[src/rtl/inv_mix_columns_serial.sv]
`default_nettype none
// ============================================================================
// Module      : inv_mix_columns_serial
// Description : Byte-serial AES InvMixColumns stage. Collects four bytes of a
//               state column, multiplies the column by the inverse MixColumns
//               matrix over GF(2^8) and streams the four result bytes out in
//               order. A four-byte result buffer sustains 1 byte/cycle with
//               no output gaps.
// Ports       : clock     - rising-edge clock
//               reset     - synchronous active-high reset
//               inbyte    - input state byte, column-major order
//               in_valid  - inbyte is accepted on every edge it is high
//               bypass    - (INV_MIX_BYPASS_EN) identity transform for the
//                           block whose byte 0 samples it high
//               outbyte   - registered result byte
//               out_valid - outbyte carries a result this cycle
//               out_last  - final byte (BLOCK_BYTES-1) of a state
// Options     : `define INV_MIX_BYPASS_EN adds the bypass port.
// Revision    : 1.0 - initial release
// ============================================================================
module inv_mix_columns_serial #(
  parameter int BLOCK_BYTES = 16
) (
  input  logic       clock,
  input  logic       reset,
  input  logic [7:0] inbyte,
  input  logic       in_valid,
`ifdef INV_MIX_BYPASS_EN
  input  logic       bypass,
`endif
  output logic [7:0] outbyte,
  output logic       out_valid,
  output logic       out_last
);

  localparam int c_CNT_W = (BLOCK_BYTES > 1) ? $clog2(BLOCK_BYTES) : 1;
  localparam logic [c_CNT_W-1:0] c_LAST = c_CNT_W'(BLOCK_BYTES - 1);

  typedef enum logic [1:0] {C0 = 2'd0, C1 = 2'd1, C2 = 2'd2, C3 = 2'd3} col_state_t;
  typedef enum logic [2:0] {
    OIDLE = 3'd0, O0 = 3'd1, O1 = 3'd2, O2 = 3'd3, O3 = 3'd4
  } out_state_t;

  // --------------------------------------------------------------------------
  // GF(2^8) constant multipliers built from xtime chains (poly 0x11B)
  // --------------------------------------------------------------------------
  function automatic logic [7:0] xtime(input logic [7:0] b);
    return {b[6:0], 1'b0} ^ (b[7] ? 8'h1b : 8'h00);
  endfunction

  function automatic logic [7:0] gf_mul09(input logic [7:0] b);
    logic [7:0] x2, x4, x8;
    x2 = xtime(b); x4 = xtime(x2); x8 = xtime(x4);
    return x8 ^ b;
  endfunction

  function automatic logic [7:0] gf_mul0b(input logic [7:0] b);
    logic [7:0] x2, x4, x8;
    x2 = xtime(b); x4 = xtime(x2); x8 = xtime(x4);
    return x8 ^ x2 ^ b;
  endfunction

  function automatic logic [7:0] gf_mul0d(input logic [7:0] b);
    logic [7:0] x2, x4, x8;
    x2 = xtime(b); x4 = xtime(x2); x8 = xtime(x4);
    return x8 ^ x4 ^ b;
  endfunction

  function automatic logic [7:0] gf_mul0e(input logic [7:0] b);
    logic [7:0] x2, x4, x8;
    x2 = xtime(b); x4 = xtime(x2); x8 = xtime(x4);
    return x8 ^ x4 ^ x2;
  endfunction

  // --------------------------------------------------------------------------
  // State
  // --------------------------------------------------------------------------
  col_state_t        r_cstate, w_cstate_nxt;
  out_state_t        r_ostate, w_ostate_nxt;
  logic [7:0]        r_a0, r_a1, r_a2;
  logic [7:0]        r_res0, r_res1, r_res2, r_res3;
  logic [c_CNT_W-1:0] r_count;

  logic       w_complete;
  logic       w_emit;
  logic       w_use_bypass;
  logic [7:0] w_r0, w_r1, w_r2, w_r3;
  logic [7:0] w_sel;

  // The 4th byte is used straight from inbyte so the result is ready on the
  // same edge that accepts it.
  assign w_complete = in_valid && (r_cstate == C3);
  assign w_emit     = (r_ostate != OIDLE);

`ifdef INV_MIX_BYPASS_EN
  logic               r_bypass;
  logic [c_CNT_W-1:0] r_in_idx;

  // Bypass is latched with byte 0 of each block; the first column completes
  // three accepts later, so it already sees the latched value.
  always_ff @(posedge clock) begin
    if (reset) begin
      r_bypass <= 1'b0;
      r_in_idx <= '0;
    end else if (in_valid) begin
      if (r_in_idx == '0) begin
        r_bypass <= bypass;
      end
      r_in_idx <= (r_in_idx == c_LAST) ? '0 : r_in_idx + 1'b1;
    end
  end

  assign w_use_bypass = r_bypass;
`else
  assign w_use_bypass = 1'b0;
`endif

  always_comb begin
    if (w_use_bypass) begin
      w_r0 = r_a0;
      w_r1 = r_a1;
      w_r2 = r_a2;
      w_r3 = inbyte;
    end else begin
      w_r0 = gf_mul0e(r_a0) ^ gf_mul0b(r_a1) ^ gf_mul0d(r_a2) ^ gf_mul09(inbyte);
      w_r1 = gf_mul09(r_a0) ^ gf_mul0e(r_a1) ^ gf_mul0b(r_a2) ^ gf_mul0d(inbyte);
      w_r2 = gf_mul0d(r_a0) ^ gf_mul09(r_a1) ^ gf_mul0e(r_a2) ^ gf_mul0b(inbyte);
      w_r3 = gf_mul0b(r_a0) ^ gf_mul0d(r_a1) ^ gf_mul09(r_a2) ^ gf_mul0e(inbyte);
    end
  end

  // --------------------------------------------------------------------------
  // FSM state registers
  // --------------------------------------------------------------------------
  always_ff @(posedge clock) begin
    if (reset) begin
      r_cstate <= C0;
      r_ostate <= OIDLE;
    end else begin
      r_cstate <= w_cstate_nxt;
      r_ostate <= w_ostate_nxt;
    end
  end

  // --------------------------------------------------------------------------
  // FSM next-state logic
  // --------------------------------------------------------------------------
  always_comb begin
    w_cstate_nxt = r_cstate;
    w_ostate_nxt = r_ostate;
    w_sel        = r_res0;

    if (in_valid) begin
      case (r_cstate)
        C0:      w_cstate_nxt = C1;
        C1:      w_cstate_nxt = C2;
        C2:      w_cstate_nxt = C3;
        default: w_cstate_nxt = C0;
      endcase
    end

    // A completion always restarts the sequence; back-to-back columns land
    // exactly on the O3 cycle, so the old r3 is emitted while res reloads.
    if (w_complete) begin
      w_ostate_nxt = O0;
    end else begin
      case (r_ostate)
        O0:      w_ostate_nxt = O1;
        O1:      w_ostate_nxt = O2;
        O2:      w_ostate_nxt = O3;
        default: w_ostate_nxt = OIDLE;
      endcase
    end

    case (r_ostate)
      O1:      w_sel = r_res1;
      O2:      w_sel = r_res2;
      O3:      w_sel = r_res3;
      default: w_sel = r_res0;
    endcase
  end

  // --------------------------------------------------------------------------
  // Datapath
  // --------------------------------------------------------------------------
  always_ff @(posedge clock) begin
    if (reset) begin
      r_a0      <= 8'h00;
      r_a1      <= 8'h00;
      r_a2      <= 8'h00;
      r_res0    <= 8'h00;
      r_res1    <= 8'h00;
      r_res2    <= 8'h00;
      r_res3    <= 8'h00;
      r_count   <= '0;
      outbyte   <= 8'h00;
      out_valid <= 1'b0;
      out_last  <= 1'b0;
    end else begin
      if (in_valid) begin
        case (r_cstate)
          C0:      r_a0 <= inbyte;
          C1:      r_a1 <= inbyte;
          C2:      r_a2 <= inbyte;
          default: ;
        endcase
      end

      if (w_complete) begin
        r_res0 <= w_r0;
        r_res1 <= w_r1;
        r_res2 <= w_r2;
        r_res3 <= w_r3;
      end

      out_valid <= w_emit;
      if (w_emit) begin
        outbyte  <= w_sel;
        out_last <= (r_count == c_LAST);
        r_count  <= (r_count == c_LAST) ? '0 : r_count + 1'b1;
      end else begin
        out_last <= 1'b0;
      end
    end
  end

endmodule
`default_nettype wire
[config.mk]
export PLATFORM = sky130hd
export DESIGN_NAME = inv_mix_columns_serial
export DESIGN_NICKNAME = d
export VERILOG_FILES = /design/src/rtl/inv_mix_columns_serial.sv
export SDC_FILE = /design/constraint.sdc
export NUM_CORES = 1
export LEC_CHECK = 0
export ABC_AREA = 1
export BUFFER_PORTS_ARGS = -buffer_cell sky130_fd_sc_hd__buf_2
export CAP_MARGIN = 20
export CORE_ASPECT_RATIO = 1.4
export CORE_MARGIN = 5
export CORE_UTILIZATION = 25
export CTS_CLUSTER_SIZE = 24
export DETAILED_ROUTE_END_ITERATION = 8
export PLACE_DENSITY = 0.37
export SLEW_MARGIN = 20
export SYNTH_ARGS = -nofsm -noshare
export SYNTH_HDL_FRONTEND = slang
export SYNTH_SLANG_ARGS = --single-unit
export TNS_END_PERCENT = 100
[constraint.sdc]
create_clock -name clock -period 1.9 [get_ports clock]
set_clock_uncertainty 0.15 [all_clocks]
set_input_delay 0.38 -clock clock [delete_from_list [all_inputs] [get_ports clock]]
set_output_delay 0.38 -clock clock [all_outputs]
set_load 0.01 [all_outputs]
==> results of run 1 <==
-- layout make-up --
type	instances	share of cell area [%]
multi-input combinational	849	52.3
timing repair buffer	225	19.1
sequential	75	15.8
inverter	131	5.35
tap	324	4.17
clock buffer	11	2.60
clock inverter	5	0.606
-- where the power goes --
part / internal [mW] / switching [mW] / total [mW]
combinational: 1.85 / 2.47 / 4.32
clock: 1.09 / 0.744 / 1.84
sequential: 1.65 / 0.0672 / 1.71
total: 4.59 / 3.28 / 7.87
-- per-layer routing --
metal  global-route usage [%]  vias to the layer above
met1                     20.4                     3114
met2                     33.6                       71
met5                        0                        -
li1                         -                     3785
met4                     8.89                        0
met3                     2.40                       41
-- registers in the layout, summed over array words and instances (netlist names) --
signal,cells
out_last,1
r_a2,8
r_count,4
r_res3,8
r_a0,8
r_res0,8
r_ostate,3
out_valid,1
outbyte,8
r_res1,8
r_a1,8
r_res2,8
r_cstate,2
-- worst max-delay path by stage --
stage                    from  depth (start not counted)         to
floorplan           inbyte[1]                         14  r_res0[4]
global placement      r_a0[5]                         12  r_res3[1]
detailed placement    r_a0[5]                         12  r_res3[1]
CTS                   r_a1[7]                         15  r_res3[4]
global route          r_a0[7]                         16  r_res3[3]
finish                r_a1[7]                         10  r_res2[6]
-- logic make-up after synthesis --
| group | count (synthesis) | share of synthesized area (%) |
|---|---|---|
| buf+inv | 166 | 10.8 |
| fa+ha+maj | 5 | 0.946 |
| compound gates | 126 | 10.3 |
| xor+xnor | 123 | 17.5 |
| simple gates | 595 | 37.8 |
| flops | 75 | 22.7 |
-- cell usage after synthesis, drive strengths merged --
master,instances,area (um^2)
a31oi,4,25.0
nand3,84,420
o22ai,1,6.26
xor2,87,811
a21oi,51,259
dfxtp,75,1500
a21o,1,7.51
or2,6,37.5
nand2,448,1790
nand3b,6,45.0
buf,17,143
a211oi,2,15.0
nand4,4,25.0
a221oi,6,52.6
xnor2,36,349
o21bai,1,7.51
nor3,2,10.0
ha,5,62.6
clkbuf,18,70.1
o21ai,59,295
inv,131,499
o211a,1,10.0
nor2,45,169
-- what timing repair did --
item | 4_1_cts | 5_1_grt
setup buffers | 1 | 16
resized for setup | 22 | 202
hold endpoints to repair | 0 | 0
pin swaps | 5 | 74
endpoints found under the setup margin | 24 | 31
-- worst max-delay path, cell delays in order (launching register included) --
cell and delay, ns:
dfxtp_2 0.33, buf_12 0.14, xnor2_4 0.29, buf_6 0.15, xnor2_2 0.10, xor2_1 0.18
xor2_1 0.15, buf_4 0.15, nand2_2 0.05, nand2_2 0.06, inv_1 0.03
-- stage by stage --
| step | power (mW) | std cells |
|---|---|---|
| floorplan | 3.89 | 1090 |
| global placement | 5.46 | 1588 |
| detailed placement | 5.46 | 1588 |
| CTS | 7.41 | 1605 |
| global route | 8.46 | 1620 |
| finish | 7.87 | 1620 |
==> results by group, run 1 <==
Run status
  • Outcome: finished clean

Clock tree
  • Clk slew on worst S/H paths: 0.07 ns
  • TritonCTS Buffers: 9
  • Clock root cell: clkbuf_16
  • Max Root-Sink Buffers: 2
  • CTS hold repair buffers: 0
  • TritonCTS clock tree: yes
  • CTS Sinks: 75
  • Worst skew pair latency: 0.36 ns
  • Max H-tree Level: 3

Detailed routing
  • M1 WL: roughly 11000 um
  • Via/cell ratio: around 4.3
  • DRC Markers: 0
  • Post-route ant nets: 0
  • Final wirelength: 27000 um
  • DR WL/cell: 16.6 um
  • Via count: between 7000 and 8000
  • DR pass1 iterations: 4
  • 1st-iter DRT viols: roughly 310
  • WL met2: between 10000 and 15000 um
  • Top layer in use: met4
  • Met3 wire length: 548 um

Placed design
  • Count of input and output buffers: 20
  • Placed instance area: 0.00842 mm^2
  • Place WS: -0.240 ns
  • GPL Wtd Cong: a little over 0.9
  • Detail Placement HPWL: about 23000 um

Finish
  • Most common cell after layout, fill and taps aside: nand2_1
  • Register area: 0.00154 mm^2
  • Area grow syn2layout: 46.9%
  • Multi-input logic area: 0.00508 mm^2
  • Most frequent cells in the layout: nand2_1 (332), buf_4 (173), inv_1 (108)
  • Finished Cell Area: 0.00971 mm^2
  • Final net count: between 1000 and 1500
  • ANT cells: 0
  • # fillers: 2890
  • Final Core Density: 37.2%
  • Share of layout cells above drive strength 1: 34.4%

Floorplan
  • Core area: 0.0261 mm^2
  • Initial core utilization: around a quarter
  • Std-Cell Rows: 70
  • Die width: 147 um
  • Chip height: 202 um
  • # IOs: 21
  • DIE AREA: 0.0298 mm^2

Min path
  • Hold Path End: out_valid
  • Worst Hold Launch: reset
  • Hold Path Cell Cnt: 2
  • Worst min path class: in -> reg

Timing
  • Worst slew pin tran: 0.522 ns
  • PnR worst setup slack: 0.000854 ns
  • Setup tns final: 0 ns
  • Hold Vio Cnt, Final: 0
  • Slew Viols, Final: 0
  • Fin Hold WS: between 0.15 and 0.2 ns
  • Fmax: ~530 MHz
  • RSZ-0062 raised after global routing: true
  • Tcrit/Tclk final: about 100%
  • Relative slew slack: 65.1%
  • Min cycle time layout: 1.90 ns
  • Final Setup Violations: 0

Global routing
  • Initial antenna violation count: 0
  • Largest net degree at the start of global routing: 52
  • First-pass GRT wire length: 40300 um
  • Gr ovfl total: 0
  • Vias in the first global route: between 6000 and 7000
  • Gr usage total: 18.2%

Synthesis
  • Count of cell types in the netlist: 39
  • Mapped Area: around 0.0066 mm^2
  • YS warnings: 0
  • Post-Syn Area per Cell: 6.07 um^2
  • Post-Synthesis Cells: 1090
  • Syn nets: 1106
  • Register bit count reported by yosys: between 70 and 80
  • Sequential share of the synthesized area: 22.7%

Critical path
  • Reg2Reg Setup Slack: 0.0009 ns
  • Worst reg2reg path endpoint: r_res2[6]
  • Critical path fanouts, max: 6
  • Worst r2r path cells: 10
  • Startpoint Class: flop
  • Nature of the critical path endpoint: flop
  • Worst reg2reg startpoint: r_a1[7]
  • Arr. time, crit path: approximately 2 ns
  • Worst EP required: about 2 ns
  • Setup Crit Path Kind: reg -> reg

Run
  • Number of max-cap violations: 0

Pwr
  • Max VDD drop: ~0.46 mV
  • Pwr/cell area: 811 mW/mm^2
  • P_leak: ~4.9 nW
(Power assumes the default switching activity.)
==> inputs of run 2 (changes only) <==
--- a/config.mk
+++ b/config.mk
@@ -14,6 +14,7 @@
 export CTS_CLUSTER_SIZE = 24
 export DETAILED_ROUTE_END_ITERATION = 8
 export PLACE_DENSITY = 0.37
+export RECOVER_POWER = 25
 export SLEW_MARGIN = 20
 export SYNTH_ARGS = -nofsm -noshare
 export SYNTH_HDL_FRONTEND = slang
==> run 2 against run 1 <==
Register-to-register slack is essentially flat. Highest routed layer unchanged. Sequential cell count unchanged. Setup slack hardly changed. Hold slack is essentially flat. Largest power group unchanged. Wire length about the same.
==> results by group, run 2 (synthesis results as in run 1) <==
Run status
  • Outcome: finished clean

Timing
  • PnR worst setup slack: 0.000758 ns (-0.0000959 ns)
  • Slew Viols, Final: 0 (unchanged)
  • Min cycle time layout: 1.90 ns (+0.0000959 ns)
  • Relative slew slack: 65.1% (unchanged)
  • Final Setup Violations: 0 (unchanged)
  • RSZ-0062 raised after global routing: true
  • Fin Hold WS: 0.179 ns (+0.0000130 ns)
  • Hold Vio Cnt, Final: 0 (unchanged)
  • Fmax: 527 MHz (about the same)
  • Tcrit/Tclk final: 100% (about the same)
  • Worst slew pin tran: 0.522 ns (unchanged)

Finish
  • Final net count: 1307 (unchanged)
  • Finished Cell Area: 0.00970 mm^2 (-0.13%)
  • ANT cells: 0 (unchanged)
  • Most common cell after layout, fill and taps aside: nand2_1
  • Share of layout cells above drive strength 1: 33.6% (-0.77 points)
  • Most frequent cells in the layout: nand2_1 (332), buf_4 (173), inv_1 (108)
  • Area grow syn2layout: 46.7%

Floorplan
  • Core area: 0.0261 mm^2 (unchanged)
  • # IOs: 21 (unchanged)
  • Chip height: 202 um (unchanged)
  • DIE AREA: 0.0298 mm^2 (unchanged)
  • Std-Cell Rows: 70 (unchanged)
  • Die width: 147 um (unchanged)
  • Initial core utilization: 25.3% (unchanged)

Detailed routing
  • DR WL/cell: 16.7 um (about the same)
  • Via count: 7010 (-0.014%)
  • Via/cell ratio: 4.33 (about the same)
  • Post-route ant nets: 0 (unchanged)
  • DRC Markers: 0 (unchanged)
  • Final wirelength: 27000 um (about the same)
  • DR pass1 iterations: 4 (unchanged)
  • 1st-iter DRT viols: 308 (unchanged)

Min path
  • Worst Hold Launch: reset
  • Hold Path Cell Cnt: 2 (unchanged)
  • Hold Path End: out_valid
  • Worst min path class: in -> reg

Clock tree
  • Worst skew pair latency: 0.36 ns (about the same)
  • CTS Sinks: 75 (unchanged)
  • Max H-tree Level: 3 (unchanged)
  • TritonCTS Buffers: 9 (unchanged)
  • TritonCTS clock tree: yes
  • Clock root cell: clkbuf_16
  • Max Root-Sink Buffers: 2 (unchanged)
  • Clk slew on worst S/H paths: 0.07 ns (about the same)
  • CTS hold repair buffers: 0 (unchanged)

Critical path
  • Worst reg2reg startpoint: r_a1[7]
  • Crit path buf inv count: 4 (unchanged)
  • Slowest library cell on the worst path: dfxtp_2
  • Nature of the critical path endpoint: flop
  • Setup Crit Path Kind: reg -> reg
  • CP cell instances: buf_12 -> xnor2_4 -> buf_6 -> xnor2_2 -> xor2_1 -> xor2_1 -> buf_4 -> nand2_2 -> nand2_2 -> inv_1
  • Critical path fanouts, max: 6 (unchanged)
  • Worst EP required: 2.01 ns (about the same)
  • Worst stage delay on the critical path: 0.33 ns (about the same)
  • Startpoint Class: flop
  • Origin of the worst setup path: r_a1[7]
  • Reg2Reg Setup Slack: 0.0008 ns (about the same)
  • Arr. time, crit path: 2.01 ns (about the same)
  • Worst r2r path cells: 10 (unchanged)
  • Worst reg2reg path endpoint: r_res2[6]
  • CP top delay family: XOR/XNOR gates

Pwr
  • Switching Fraction: 41.7% (about the same)
  • Logic pwr share: 54.9% (about the same)
  • Net load switching power: 3.28 mW (about the same)
  • Max VDD drop: 0.462 mV (about the same)
  • P_leak: 4.86 nW (-0.89%)
  • Tot Pwr: 7.87 mW (about the same)
  • Pint: 4.59 mW (about the same)
  • Pwr/cell area: 811 mW/mm^2 (+0.11%)
  • Flop pwr share: 21.8% (about the same)
  • Clock share of power: 23.3% (about the same)

Placed design
  • Detail Placement HPWL: 22500 um (unchanged)
  • Placed instance area: 0.00842 mm^2 (unchanged)
  • Place WS: -0.240 ns (unchanged)
  • Count of input and output buffers: 20 (unchanged)
  • GPL Wtd Cong: 0.930 (unchanged)

Global routing
  • First-pass GRT wire length: 40300 um (unchanged)
  • Gr ovfl total: 0 (unchanged)
  • Initial antenna violation count: 0 (unchanged)
  • Vias in the first global route: 6771 (unchanged)
  • Gr usage total: 18.2% (unchanged)
  • Largest net degree at the start of global routing: 52 (unchanged)

Run
  • Number of max-cap violations: 0 (unchanged)
-- run 2: power groups by stage --
| stage | clock network (mW) | logic, mW | registers, mW |
|---|---|---|---|
| 2_1_floorplan | 0 | 2.17 | 1.72 |
| 3_5_place_dp | 0 | 3.72 | 1.74 |
| 4_1_cts | 1.91 | 3.80 | 1.70 |
| 3_3_place_gp | 0 | 3.72 | 1.74 |
| 6_report | 1.84 | 4.32 | 1.71 |
| 5_1_grt | 1.96 | 4.77 | 1.72 |
-- run 2: cell type report --
cell class | count | area (um^2)
fillers | 2899 | 16400
well taps | 324 | 405
inverters | 131 | 519
clock buffers | 11 | 253
repair buffers | 225 | 1850
multi-input cells | 849 | 5080
flip-flops and latches | 75 | 1540
clock inverters | 5 | 58.8
-- run 2: repair_timing --
| action | 4_1_cts | 5_1_grt |
|---|---|---|
| buffers inserted | 1 | 16 |
| gates cloned | 0 | 0 |
| pin swaps | 5 | 74 |
| endpoints found under the setup margin | 24 | 31 |
| resized for setup | 22 | 202 |
-- run 2: worst max path at each step --
stage / endpoint / slack [ns] / depth (start not counted)
finish: r_res2[6] / 0.0008 / 10
global route: r_res3[3] / -0.14 / 16
CTS: r_res3[4] / 0.001 / 15
detailed placement: r_res3[1] / -0.24 / 12
global placement: r_res3[1] / -0.24 / 12
floorplan: r_res0[4] / 0.18 / 14
-- run 2: stage by stage --
step / TNS [ns] / instances / utilization (%)
2_1_floorplan: 0 / 1090 / -
3_3_place_gp: -2.25 / 1588 / 32.3
3_5_place_dp: -2.40 / 1588 / 32.3
4_1_cts: 0 / 1605 / 33.9
5_1_grt: -0.823 / 1620 / 37.2
6_report: 0 / 1620 / 37.2
-- run 2: per-layer routing --
layer  wire length, um  GRT usage (%)  vias to the layer above
met3               555           2.40                       41
li1                  -              -                     3785
met4              1130           8.89                        0
met2             14200           33.6                       73
met5                 0              0                        -
met1             11100           20.4                     3111
-- run 2: worst reg2reg max path, cell delays in order, from the launching register on --
cell	delay [ns]
dfxtp_2	0.33
buf_12	0.14
xnor2_4	0.29
buf_6	0.16
xnor2_2	0.10
xor2_1	0.18
xor2_1	0.15
buf_4	0.15
nand2_2	0.05
nand2_2	0.06
inv_1	0.03
